[src/rtl/stop_button_pkg.sv]
// rtl/stop_button_pkg.sv - shared state encoding and defaults for the stop-button conditioner
package stop_button_pkg;

    localparam int DEFAULT_DEBOUNCE_CYCLES = 4;

    typedef enum logic [1:0] {
        ST_IDLE         = 2'd0,
        ST_PRESS_WAIT   = 2'd1,
        ST_HELD         = 2'd2,
        ST_RELEASE_WAIT = 2'd3
    } btn_state_e;

endpackage

[src/rtl/sync_2ff.sv]
// rtl/sync_2ff.sv - two-flop synchronizer for a single asynchronous level
module sync_2ff (
    input  logic clk,
    input  logic reset,
    input  logic d,
    output logic q
);

    logic meta_q;
    logic sync_q;

    always_ff @(posedge clk) begin
        if (!reset) begin
            meta_q <= 1'b0;
            sync_q <= 1'b0;
        end else begin
            meta_q <= d;
            sync_q <= meta_q;
        end
    end

    assign q = sync_q;

endmodule

[src/rtl/stop_button_conditioner.sv]
// rtl/stop_button_conditioner.sv - synchronize, debounce and latch the stop button
module stop_button_conditioner
    import stop_button_pkg::*;
#(
    parameter int DEBOUNCE_CYCLES = DEFAULT_DEBOUNCE_CYCLES,
    parameter int GLITCH_W        = 8
) (
    input  logic                clk,
    input  logic                reset,
    input  logic                btn_raw,
    input  logic                rearm,
    output logic                stop_pulse,
    output logic                stop_level,
    output logic                stop_latched,
    output logic [GLITCH_W-1:0] glitch_count
);

    localparam int                CNT_W    = $clog2(DEBOUNCE_CYCLES + 1);
    localparam logic [CNT_W-1:0]  CNT_LAST = CNT_W'(DEBOUNCE_CYCLES - 1);
    localparam logic [GLITCH_W-1:0] GLITCH_MAX = {GLITCH_W{1'b1}};

    logic                btn_sync;
    btn_state_e          state_q, state_d;
    logic [CNT_W-1:0]    cnt_q, cnt_d;
    logic                pulse_q, pulse_d;
    logic                latched_q, latched_d;
    logic [GLITCH_W-1:0] glitch_q, glitch_d;
    logic                glitch_hit;

    sync_2ff u_sync (
        .clk   (clk),
        .reset (reset),
        .d     (btn_raw),
        .q     (btn_sync)
    );

    always_ff @(posedge clk) begin
        if (!reset) begin
            state_q   <= ST_IDLE;
            cnt_q     <= '0;
            pulse_q   <= 1'b0;
            latched_q <= 1'b0;
            glitch_q  <= '0;
        end else begin
            state_q   <= state_d;
            cnt_q     <= cnt_d;
            pulse_q   <= pulse_d;
            latched_q <= latched_d;
            glitch_q  <= glitch_d;
        end
    end

    always_comb begin
        state_d    = state_q;
        cnt_d      = cnt_q;
        pulse_d    = 1'b0;
        glitch_hit = 1'b0;
        unique case (state_q)
            ST_IDLE: begin
                if (btn_sync) begin
                    state_d = ST_PRESS_WAIT;
                    cnt_d   = '0;
                end
            end
            ST_PRESS_WAIT: begin
                if (!btn_sync) begin
                    state_d    = ST_IDLE;
                    glitch_hit = 1'b1;
                end else if (cnt_q == CNT_LAST) begin
                    state_d = ST_HELD;
                    pulse_d = 1'b1;
                end else begin
                    cnt_d = cnt_q + 1'b1;
                end
            end
            ST_HELD: begin
                if (!btn_sync) begin
                    state_d = ST_RELEASE_WAIT;
                    cnt_d   = '0;
                end
            end
            ST_RELEASE_WAIT: begin
                // A bounce back high during release is not a new press: no pulse.
                if (btn_sync) begin
                    state_d    = ST_HELD;
                    glitch_hit = 1'b1;
                end else if (cnt_q == CNT_LAST) begin
                    state_d = ST_IDLE;
                end else begin
                    cnt_d = cnt_q + 1'b1;
                end
            end
            default: state_d = ST_IDLE;
        endcase
    end

    // Set beats rearm so a press landing in the rearm cycle is never lost.
    assign latched_d = pulse_q | (latched_q & ~rearm);
    assign glitch_d  = (glitch_hit && (glitch_q != GLITCH_MAX)) ? glitch_q + 1'b1 : glitch_q;

    assign stop_pulse   = pulse_q;
    assign stop_level   = (state_q == ST_HELD) || (state_q == ST_RELEASE_WAIT);
    assign stop_latched = latched_q;
    assign glitch_count = glitch_q;

endmodule

[config.mk]
export PLATFORM = sky130hd
export DESIGN_NAME = stop_button_conditioner
export DESIGN_NICKNAME = d
export VERILOG_FILES = /design/src/rtl/stop_button_pkg.sv /design/src/rtl/sync_2ff.sv /design/src/rtl/stop_button_conditioner.sv
export SDC_FILE = /design/constraint.sdc
export NUM_CORES = 1
export LEC_CHECK = 0
export CAP_MARGIN = 20
export CORE_MARGIN = 2
export CORE_UTILIZATION = 53
export CTS_BUF_LIST = sky130_fd_sc_hd__clkbuf_8 sky130_fd_sc_hd__clkbuf_16
export CTS_CLUSTER_DIAMETER = 120
export DETAILED_ROUTE_END_ITERATION = 10
export GPL_TIMING_DRIVEN = 0
export HOLD_SLACK_MARGIN = 0.1
export PLACE_DENSITY = 0.83
export SYNTH_ARGS = -nofsm -noshare
export SYNTH_HDL_FRONTEND = slang
export SYNTH_HIERARCHICAL = 1
export SYNTH_SLANG_ARGS = --single-unit
export TNS_END_PERCENT = 30
[constraint.sdc]
create_clock -name clk -period 3.3 [get_ports clk]
set_clock_uncertainty 0.15 [all_clocks]
set_input_delay 0.495 -clock clk [delete_from_list [all_inputs] [get_ports clk]]
set_output_delay 0.495 -clock clk [all_outputs]
set_load 0.005 [all_outputs]
==> results of run 1 <==
[area by class of cell]
class	instances	area, sq um	share of cell area
multi-input combinational	66	420	0.411
sequential	17	340	0.333
timing repair buffer	14	140	0.137
clock buffer	3	41.3	0.0404
buffer	4	30.0	0.0294
inverter	7	26.3	0.0257
tap	16	20.0	0.0196
clock inverter	1	3.75	0.00367
[through the flow]
stage | hold slack, ns | util | setup WS, ns
finish | 0.289 | 0.695 | 0.939
global route | 0.297 | 0.695 | 0.884
CTS | 0.297 | 0.695 | 0.925
detailed placement | 0.283 | 0.664 | 1.04
global placement | 0.267 | 0.664 | 1.07
floorplan | 0.262 | - | 1.68
[layer usage]
| metal | up-vias | share of wire | GRT usage |
|---|---|---|---|
| met5 | - | 0 | 0 |
| met4 | 0 | 0.021 | 0.0909 |
| met3 | 4 | 0.032 | 0.0298 |
| met2 | 10 | 0.49 | 0.304 |
| met1 | 343 | 0.46 | 0.227 |
| li1 | 364 | - | - |
[worst paths after layout]
path / startpoint / endpoint / slack (ns) / cells after the start
worst min register to register: u_sync/meta_q / u_sync/q / 0.29 / 1
worst max-delay path: register / stop_level / 0.94 / 3
worst min-delay path: u_sync/meta_q / u_sync/q / 0.29 / 1
worst max register to register: glitch_count[0] / glitch_count[0] / 1.63 / 5
[state kept, by name, indices dropped and copies added, names as in the netlist, named ones only]
signal and cells:
glitch_count 8, cnt_q 3, state_q 1, stop_latched 1, stop_pulse 1, u_sync/meta_q 1
u_sync/q 1
[cells in the mapped netlist (2+ instances only)]
| cell type | instances | area, sq um |
|---|---|---|
| ha_1 | 4 | 50.1 |
| inv_1 | 6 | 22.5 |
| nor2_1 | 8 | 30.0 |
| o21ai_0 | 6 | 30.0 |
| and2_1 | 2 | 12.5 |
| nor4b_1 | 2 | 17.5 |
| nand2_1 | 11 | 41.3 |
| a31oi_1 | 3 | 18.8 |
| nand4_1 | 3 | 18.8 |
| nand3_1 | 5 | 25.0 |
| dfxtp_1 | 17 | 340 |
| nor3_1 | 2 | 10.0 |
| nand3b_1 | 2 | 15.0 |
| a211oi_1 | 2 | 15.0 |
| a21oi_1 | 6 | 30.0 |
[cells by family (layout without fill, tap and decap cells)]
logic type,after synthesis,in the layout
AND/OR/NAND/NOR,39,39
AO/OA/AOI/OAI,19,19
flip-flops,17,17
buffers and inverters,11,29
adder cells (fa/ha/maj),4,4
XOR/XNOR,3,3
multiplexers,1,1
[power by group through the flow]
stage                     Clock, mW  Combinational (mW)  Sequential [mW]
after floorplan                   0             0.00882            0.214
after global placement            0              0.0154            0.214
after detailed placement          0              0.0158            0.214
after CTS                     0.150              0.0161            0.209
after global routing          0.158              0.0176            0.209
final                         0.147              0.0162            0.209
==> results.toml, run 1 <==
[placed_design]
placement.io_buffers = 14
globalplace.congestion = 0.774
dp_hpwl_um = 1140
placed_cell_area_sq_um = 977
post-place-cells = 124

[detailed_routing]
dr.first_iter.drc_count = 15
totalWireLength_um = 1610
drtPass1Iterations = 4
wl_per_cell_um = 12.5
antenna_left = 0
viasPerCell = 5.63
vias = 721
drcViolationCount = 0

[timing]
fmax_ghz = 0.424
tightest_slew_ns = 0.396
timing.final.crit_share = 0.715
slew-limit-headroom = 0.734
finalSetupViolCount = 0
hold_viol = 0
rsz0062_at_grt = "no"
post-route-min-period_ns = 2.36
setup-tns-final_ns = 0
drv_slew = 0

[cells_and_area]
nNetsFinal = 121
drive_above_1_share = 0.0804
n_antenna_cell = 0
final_common_cell = "dfxtp_1"
fill_cells = 132
finalInstanceArea_sq_um = 1020
area_delta_synth_final_pct = 25.1
final_cell_mix = "dfxtp_1 (17), clkdlybuf4s50_1 (14), nand2_1 (11)"
stdcell_count = 128

[critical_path]
critical_path_buf_inv_count = 3
critPathSlowestCell = "dlygate4sd3_1"
crit_fanout = 8
critical_path_required_ns = 2.65
critPathLaunchType = "register"
cp_top_family = "buffers and inverters"
endpoint_kind = "output port"
worstPathArrival_ns = 1.72
crit_type = "register to output port"
crit_chain = "buf_6 -> dlygate4sd3_1 -> clkdlybuf4s50_1"
cp_slowest_stage_delay_ns = 0.54

[cts]
cts-root-buf = "clkbuf_8"
numCtsBuffers = 3
clkLatencyLatePin_ns = 0.25
clk_pin_slew_ns = 0.06
cts_setup_buffers = 0
cts_max_level = 1
cts_sinks = 17
ctsHoldBuffers = 0
cts.path.max_buffers = 2
cts_resized = 0
cts_tree = "built"

[yosys]
synth.yosys.seq_area_share = 0.417
synth_adder_area_share = 0.0613
ys_ff_latch = 17
synth_compound_area_frac = 0.135
yosys.area_share.xor_xnor = 0.0413
netlist_instances = 94
synthSimpleGateAreaFrac = 0.265
synth_cell_types = 30
syn-cell-area_sq_um = 817
syn-num-nets = 102
synth_async_sr_flop_share = 0
ys.warnings.count = 6
syn_area_per_cell_sq_um = 8.69
synth_top_family_by_area = "simple AND/OR/NAND/NOR gates"
muxShareOfSynthArea = 0.0123
synthFlopType = "dfxtp_1"
synth_edf_count = 0

[min_path]
hold_class = "register to register"

[run_status]
status = "complete, no violations"

[floorplan]
die_h_um = 43.3
dieArea_sq_um = 1870
initial_core_util = 0.555
die_x_um = 43.3
pin_count = 15
core.rowCount = 14
core_area_sq_um = 1470

[global_routing]
grt_max_degree = 11
grt_pass1_wl_um = 2640
grt_usage = 0.184
antenna_found_initial = 0
grt_overflow = 0
grt_pass1_vias = 651

[power]
comb_power_share = 0.043
p_int_mw = 0.297
switchingPower_mw = 0.0758
switching_share = 0.203
p_leak_nw = 0.389
power.share.clock = 0.395
p_seq_frac = 0.561
powerDensity_nw_per_um2 = 365
power_mw = 0.373
ir_drop_v = 0.000345

[job]
maxCapViolCount = 0
Power figures use the tool's default switching activity.
==> inputs of run 2 (changes only) <==
CORE_UTILIZATION = 49   (was 53)
PLACE_DENSITY = 0.77   (was 0.83)
clock period = 2.3 ns   (was 3.3 ns; I/O delays follow)
==> results.toml, run 2 (synthesized netlist as in run 1, its figures left out) <==
[cells_and_area]
area_delta_synth_final_pct = 26.2
n_antenna_cell = 0
final_common_cell = "dfxtp_1"
nNetsFinal = 122
largest_reg_flops = 8
final_cell_mix = "dfxtp_1 (17), clkdlybuf4s50_1 (14), nand2_1 (11)"
drive_above_1_share = 0.0973
stdcell_count = 129
fill_cells = 130

[timing]
slew-limit-headroom = 0.729
rsz0062_at_grt = "no"
post-route-min-period_ns = 2.20
timing.final.crit_share = 0.955
timing.hold.ws_ns = 0.283
hold_viol = 0
finalSetupViolCount = 0
drv_slew = 0
fmax_ghz = 0.455
finalWorstSetupSlack_ns = 0.103
setup-tns-final_ns = 0
tightest_slew_ns = 0.407

[cts]
cts-root-buf = "clkbuf_8"
cts_tree = "built"
numCtsBuffers = 3
clk_pin_slew_ns = 0.07
ctsHoldBuffers = 0
cts_sinks = 17
cts_max_level = 1
clkLatencyLatePin_ns = 0.25
cts.path.max_buffers = 2

[power]
ir_drop_v = 0.000403
powerDensity_nw_per_um2 = 529
p_leak_nw = 0.393

[detailed_routing]
dr.first_iter.drc_count = 10
vias = 706
wl_per_cell_um = 11.6
drcViolationCount = 0
viasPerCell = 5.47
totalWireLength_um = 1500
drtPass1Iterations = 4
antenna_left = 0

[global_routing]
grt_usage = 0.176
gr-usage-met1 = 0.217
grt_pass1_wl_um = 2600
grt_max_degree = 11
grt_util_met2 = 0.290
busiest_layer = "met2"
grt_pass1_vias = 644
grt_use_met3 = 0.0360
antenna_found_initial = 0
grt_overflow = 0

[critical_path]
critical_path_required_ns = 1.80
worstPathArrival_ns = 1.70
critPathLaunchType = "register"
crit_fanout = 5
endpoint_kind = "output port"
reg2reg_depth = 5
crit_type = "register to output port"

[floorplan]
core.rowCount = 14
core_area_sq_um = 1540
initial_core_util = 0.530
die_x_um = 44.8
die_h_um = 44.8
pin_count = 15
dieArea_sq_um = 2010

[placed_design]
globalplace.congestion = 0.789
post-place-ws_ns = 0.158
placement.io_buffers = 14
post-place-cells = 124
dp_hpwl_um = 1090

[run_status]
status = "complete, no violations"

[job]
maxCapViolCount = 0

[min_path]
hold_class = "register to register"
whs_path_depth = 1
==> run 2: changes by cell type in the layout (fill, tap and decap cells not counted) <==
| cell | delta |
|---|---|
| buf_4 | +1 |
| clkinv_2 | +1 |
| inv_1 | -1 |
==> run 2: layer usage <==
layer | wire length (um) | up-vias | part of all wire
met5 | 0 | - | 0
met4 | 8 | 0 | 0.0053
met3 | 39 | 2 | 0.026
met2 | 711 | 10 | 0.48
met1 | 737 | 330 | 0.49
li1 | - | 364 | -
==> run 2: critical path, cell delays in order, from the launching register on <==
cell	delay, ns
dfxtp_1	0.33
buf_6	0.10
dlygate4sd3_1	0.53
clkdlybuf4s50_1	0.49
==> run 2: path summary, 6_finish.rpt <==
kind / start / to / slack, ns
setup / recovery: register / stop_level / 0.10
hold reg to reg: u_sync/meta_q / u_sync/q / 0.28
hold / removal: u_sync/meta_q / u_sync/q / 0.28
setup reg to reg: glitch_count[0] / glitch_count[0] / 0.58
==> run 2: cell type report <==
| cell class | count | area, sq um | share of cell area |
|---|---|---|---|
| buffer | 4 | 30.0 | 0.0291 |
| clock buffer | 3 | 41.3 | 0.0400 |
| clock inverter | 1 | 5.00 | 0.00485 |
| inverter | 7 | 26.3 | 0.0255 |
| multi-input combinational | 66 | 420 | 0.408 |
| sequential | 17 | 340 | 0.330 |
| tap | 16 | 20.0 | 0.0194 |
| timing repair buffer | 15 | 148 | 0.143 |
==> run 2: what timing repair did <==
action / CTS / global route
setup buffers: 0 / 1
endpoints found under the setup margin: 0 / 1
gates resized for setup: 0 / 0
==> run 2: where the power goes <==
part / switching (mW) / total, mW / internal [mW]
combinational: 0.0121 / 0.0227 / 0.0106
clock: 0.102 / 0.222 / 0.120
sequential: 0.00288 / 0.300 / 0.297
==> run 2: through the flow <==
stage	power, mW	area [sq um]	util
global route	0.564	1030	0.669
floorplan	0.319	817	-
finish	0.545	1030	0.669
global placement	0.329	977	0.634
detailed placement	0.330	977	0.634
CTS	0.551	1020	0.664
